File: config.mk
export PLATFORM = sky130hd
export DESIGN_NAME = regfile_2r1w_clr
export DESIGN_NICKNAME = d
export VERILOG_FILES = /design/src/rtl/regfile_2r1w_clr.sv
export SDC_FILE = /design/constraint.sdc
export NUM_CORES = 1
export LEC_CHECK = 0
export CAP_MARGIN = 10
export CORE_UTILIZATION = 59
export DETAILED_ROUTE_END_ITERATION = 10
export GPL_ROUTABILITY_DRIVEN = 0
export GPL_TIMING_DRIVEN = 0
export PLACE_DENSITY = 0.75
export SLEW_MARGIN = 10
export SYNTH_ARGS = -nofsm -noshare
export SYNTH_HDL_FRONTEND = slang
export SYNTH_SLANG_ARGS = --single-unit
File: constraint.sdc
create_clock -name clock -period 2.6 [get_ports clock]
set_input_delay 0.78 -clock clock [delete_from_list [all_inputs] [get_ports clock]]
set_output_delay 0.78 -clock clock [all_outputs]
set_load 0.1 [all_outputs]
File: src/rtl/regfile_2r1w_clr.sv
// Two-read / one-write register file with write-first bypass and a hardware
// clear sweep that runs after reset and on request.
module regfile_2r1w_clr #(
    parameter int                 DATA_W  = 8,
    parameter int                 ADDR_W  = 4,
    parameter logic [DATA_W-1:0]  CLR_VAL = '0
) (
    input  logic              clock,
    input  logic              reset_n,
    input  logic              clear,
    output logic              busy,
    input  logic              wr_en,
    input  logic [ADDR_W-1:0] wr_addr,
    input  logic [DATA_W-1:0] wr_data,
    input  logic              rd_en_a,
    input  logic [ADDR_W-1:0] rd_addr_a,
    output logic [DATA_W-1:0] rd_data_a,
    output logic              rd_valid_a,
    input  logic              rd_en_b,
    input  logic [ADDR_W-1:0] rd_addr_b,
    output logic [DATA_W-1:0] rd_data_b,
    output logic              rd_valid_b
);

    localparam int DEPTH = 2 ** ADDR_W;

    typedef enum logic {
        IDLE  = 1'b0,
        CLEAR = 1'b1
    } state_e;

    state_e              state_q, state_d;
    logic [ADDR_W-1:0]   ptr_q, ptr_d;
    logic [DATA_W-1:0]   mem_q [DEPTH];

    logic                mem_we;
    logic [ADDR_W-1:0]   mem_waddr;
    logic [DATA_W-1:0]   mem_wdata;

    logic [DATA_W-1:0]   rd_data_a_q, rd_data_a_d;
    logic [DATA_W-1:0]   rd_data_b_q, rd_data_b_d;
    logic                rd_valid_a_q, rd_valid_a_d;
    logic                rd_valid_b_q, rd_valid_b_d;

    // busy is the FSM state itself, so it stays high while reset is held.
    assign busy       = (state_q == CLEAR);
    assign rd_data_a  = rd_data_a_q;
    assign rd_data_b  = rd_data_b_q;
    assign rd_valid_a = rd_valid_a_q;
    assign rd_valid_b = rd_valid_b_q;

    always_comb begin
        state_d      = state_q;
        ptr_d        = ptr_q;
        mem_we       = 1'b0;
        mem_waddr    = wr_addr;
        mem_wdata    = wr_data;
        rd_data_a_d  = rd_data_a_q;
        rd_data_b_d  = rd_data_b_q;
        rd_valid_a_d = 1'b0;
        rd_valid_b_d = 1'b0;

        case (state_q)
            CLEAR: begin
                mem_we    = 1'b1;
                mem_waddr = ptr_q;
                mem_wdata = CLR_VAL;
                ptr_d     = ptr_q + 1'b1;
                if (ptr_q == ADDR_W'(DEPTH - 1)) begin
                    state_d = IDLE;
                    ptr_d   = '0;
                end
            end
            default: begin
                // A clear request drops any write or read issued in the same cycle.
                if (clear) begin
                    state_d = CLEAR;
                end else begin
                    mem_we = wr_en;
                    if (rd_en_a) begin
                        rd_valid_a_d = 1'b1;
                        rd_data_a_d  = (wr_en && (wr_addr == rd_addr_a)) ? wr_data
                                                                         : mem_q[rd_addr_a];
                    end
                    if (rd_en_b) begin
                        rd_valid_b_d = 1'b1;
                        rd_data_b_d  = (wr_en && (wr_addr == rd_addr_b)) ? wr_data
                                                                         : mem_q[rd_addr_b];
                    end
                end
            end
        endcase
    end

    always_ff @(posedge clock) begin
        if (!reset_n) begin
            state_q      <= CLEAR;
            ptr_q        <= '0;
            rd_data_a_q  <= '0;
            rd_data_b_q  <= '0;
            rd_valid_a_q <= 1'b0;
            rd_valid_b_q <= 1'b0;
        end else begin
            state_q      <= state_d;
            ptr_q        <= ptr_d;
            rd_data_a_q  <= rd_data_a_d;
            rd_data_b_q  <= rd_data_b_d;
            rd_valid_a_q <= rd_valid_a_d;
            rd_valid_b_q <= rd_valid_b_d;
        end
    end

    // Storage has no reset; the sweep is what initialises it.
    always_ff @(posedge clock) begin
        if (reset_n && mem_we) begin
            mem_q[mem_waddr] <= mem_wdata;
        end
    end

endmodule

==> reports/metrics.yaml <==
yosys:
  async_flop_share: 0
  synth_top_cell_by_area: "edfxtp_1"
  synthTopCellsByCount: "128 x edfxtp_1, 64 x mux4_2, 25 x nand2_1"
  yosysSeqAreaShare: 0.6017
  synthMostInstantiatedCell: "edfxtp_1"
  mappedNetlistNets: 465
  syn_inst: 438
  ys_ff_latch: 151
  netlist.area_leader.share: 0.5373
  syn-cell-area_um2: 7153
  synth_cell_types: 48
  ys.flop_type: "edfxtp_1"
  ys_top_cells_by_area: "edfxtp_1 54%, mux4_2 20%, dfxtp_1 6.4%"
  yosys_warnings: 0
  avgSynthCellArea_um2: 16.33
  synth_edf_count: 128
sta:
  holdWs_ns: 0.4862
  finalWorstSetupSlack_ns: -0.03746
  slew_headroom: 0.3411
  final_hold_viol_count: 0
  drv_slew: 0
  worst_slew_pin_slew_ns: 0.9838
  fmax_mhz: 379.2
  rsz0062_at_grt: "true"
  setup_viol: 9
  finalCriticalPeriod_ns: 2.637
  fin_skew_ns: 0.007367
  fin_crit_sh: 1.014
worst_setup_path:
  rr_endpoint: "mem_q[11][5]"
  crit_chain: "clkbuf_1 -> clkbuf_1 -> mux4_2 -> a22oi_1 -> nand2_1 -> a21o_1"
  cp-startpoint: "rd_addr_b[2]"
  reg2reg_slack_ns: 0
  required_ns: 2.92
  critPathMaxStageDelay_ns: 0.63
  worstReg2RegStart: "busy"
  end_kind: "register"
  cpMostUsedCell: "clkbuf_1"
  cp.arrival_ns: 2.95
  crit_fanout: 10
  cp-start-kind: "input port"
  worstSetupPathType: "in -> reg"
  reg2reg_depth: 8
  cpMaxStageDelayCell: "clkbuf_1"
clocking:
  cts_sinks: 151
  numCtsBuffers: 17
  cts_tree: "built"
  clkLatencyLatePin_ns: 0.42
  clkTransAtPathRegs_ns: 0.06
  root_buffer: "clkbuf_16"
  cts_max_path_buffers: 2
  hold_buffers: 0
  ctsHtreeMaxLevel: 4
drt:
  drtIter0Drc: 618
  first_pass_iters: 8
  drtAntennaViolNets: 0
  wl_per_cell_um: 27.85
  viasPerCell: 6.908
  drt_wl_total_um: 18220
  vias: 4518
  drc_errors: 9
run:
  drv_cap: 0
placement:
  pre_cts_ws_ns: -0.6375
  dpl_cell_area_um2: 7751
  hpwl_um: 12170
  port_buffers: 40
worst_hold_path:
  hold_path.class: "reg -> reg"
  hold_depth: 2
  hold_end: "rd_data_a[3]"
  hold_start: "rd_data_a[3]"
layout:
  nFillCells: 745
  seq_area_um2: 4305
  drive_above_1_share: 0.2818
  antennaDiodeCount: 0
  fin_area_um2: 8353
  num-nets-final: 525
  syn_to_final_growth_pct: 16.77
  final_core_util: 0.7192
  multi_input_area_um2: 2796
grt:
  grt.total_usage: 0.3111
  grt_pass1_vias: 4571
  grt_start_max_net_pins: 19
  antenna_found_initial: 0
  gr-total-overflow: 0
  grt_pass1_wl_um: 27420
die:
  die_w_um: 112.1
  die_area_um2: 12570
  initial_core_util: 0.6159
  ios: 45
  die_y_um: 112.1
  core-area_um2: 11610
  core.rowCount: 39
power:
  max-vdd-ir-drop_mv: 0.4494
  powerDensity_nw_per_um2: 635.2
  power_leakage_nw: 2.831
status:
  failed_checks: "design-rule violations, negative setup slack"
  status: "finished with violations"
timing repair:
item / 4_1_cts / 5_1_grt
endpoints found under the setup margin: 148 / 90
pin swaps: 0 / 1
gates cloned: 0 / 0
resized for setup: 32 / 17
setup buffers: 0 / 1
routing by layer:
layer  up-vias  GRT usage  part of all wire
li1       1917          -                 -
met1      2235     0.4232              0.37
met2       307     0.4580              0.47
met3        59    0.08477              0.12
met4         0     0.1813             0.049
met5         -          0                 0
power breakdown:
part / internal [mW] / switching [mW] / leakage, nW / total (mW)
Clock: 1.22 / 0.995 / 0.253 / 2.22
Combinational: 0.197 / 0.256 / 1.20 / 0.453
Sequential: 2.62 / 0.0134 / 1.38 / 2.64
worst max-delay path: cells and delay by family:
family / cells / cell delay (ns)
AND/OR/NAND/NOR: 1 / 0.15
AO/OA/AOI/OAI: 2 / 0.54
buffers and inverters: 2 / 1.02
multiplexers: 1 / 0.44
placed cells by master, fill, tap and decap left out, types with 8 or more instances in the layout:
cell type	n
edfxtp_1	128
mux4_2	64
nand2_1	25
dfxtp_1	22
clkdlybuf4s50_1	21
dlygate4sd2_1	19
o21ai_1	18
clkbuf_16	17
a22oi_1	16
clkbuf_1	13
buf_2	10
nor2b_1	9
nor2b_2	8
nor2_2	8
nor2_4	8
a22o_1	8
a221oi_1	8
or3b_1	8
a21o_1	8
through the flow:
stage,TNS (ns),std cells,power (mW)
after CTS,-6.182,653,5.301
after global placement,-84.86,621,3.108
after floorplan,0,438,2.964
after global routing,-4.265,654,5.439
after detailed placement,-75.13,621,3.114
final,-0.05973,654,5.306
worst max-delay path by stage:
| stage | end | slack, ns | cells past startpoint |
|---|---|---|---|
| floorplan | mem_q[10][0] | 0.09 | 8 |
| global placement | mem_q[2][1] | -0.61 | 5 |
| detailed placement | mem_q[3][3] | -0.64 | 5 |
| CTS | mem_q[0][3] | -0.20 | 5 |
| global route | mem_q[8][4] | -0.15 | 8 |
| finish | rd_data_b[1] | -0.04 | 6 |
cell type report:
| cell class | instances | share of cell area |
|---|---|---|
| plain buffers | 31 | 0.01738 |
| clock buffers | 18 | 0.05138 |
| clock inverters | 14 | 0.01228 |
| inverters | 3 | 0.001348 |
| multi-input cells | 253 | 0.3348 |
| flip-flops and latches | 151 | 0.5154 |
| well taps | 143 | 0.02142 |
| repair buffers | 41 | 0.04599 |
registers in the layout, indices dropped and copies added (netlist names):
name	flops
rd_valid_b	1
rd_data_b	8
rd_valid_a	1
mem_q	128
busy	1
ptr_q	4
rd_data_a	8
cell families (layout without fill, tap and decap cells):
kind of cell,after synthesis,count (layout),share of synthesized area
compound gates,85,85,0.08624
xor+xnor,9,9,0.01102
fa+ha+maj,1,1,0.001749
buf+inv,34,107,0.02134
flops,151,151,0.6017
mux,69,69,0.2108
simple gates,89,89,0.06717
Note: power is estimated with default switching activity, not from simulation.
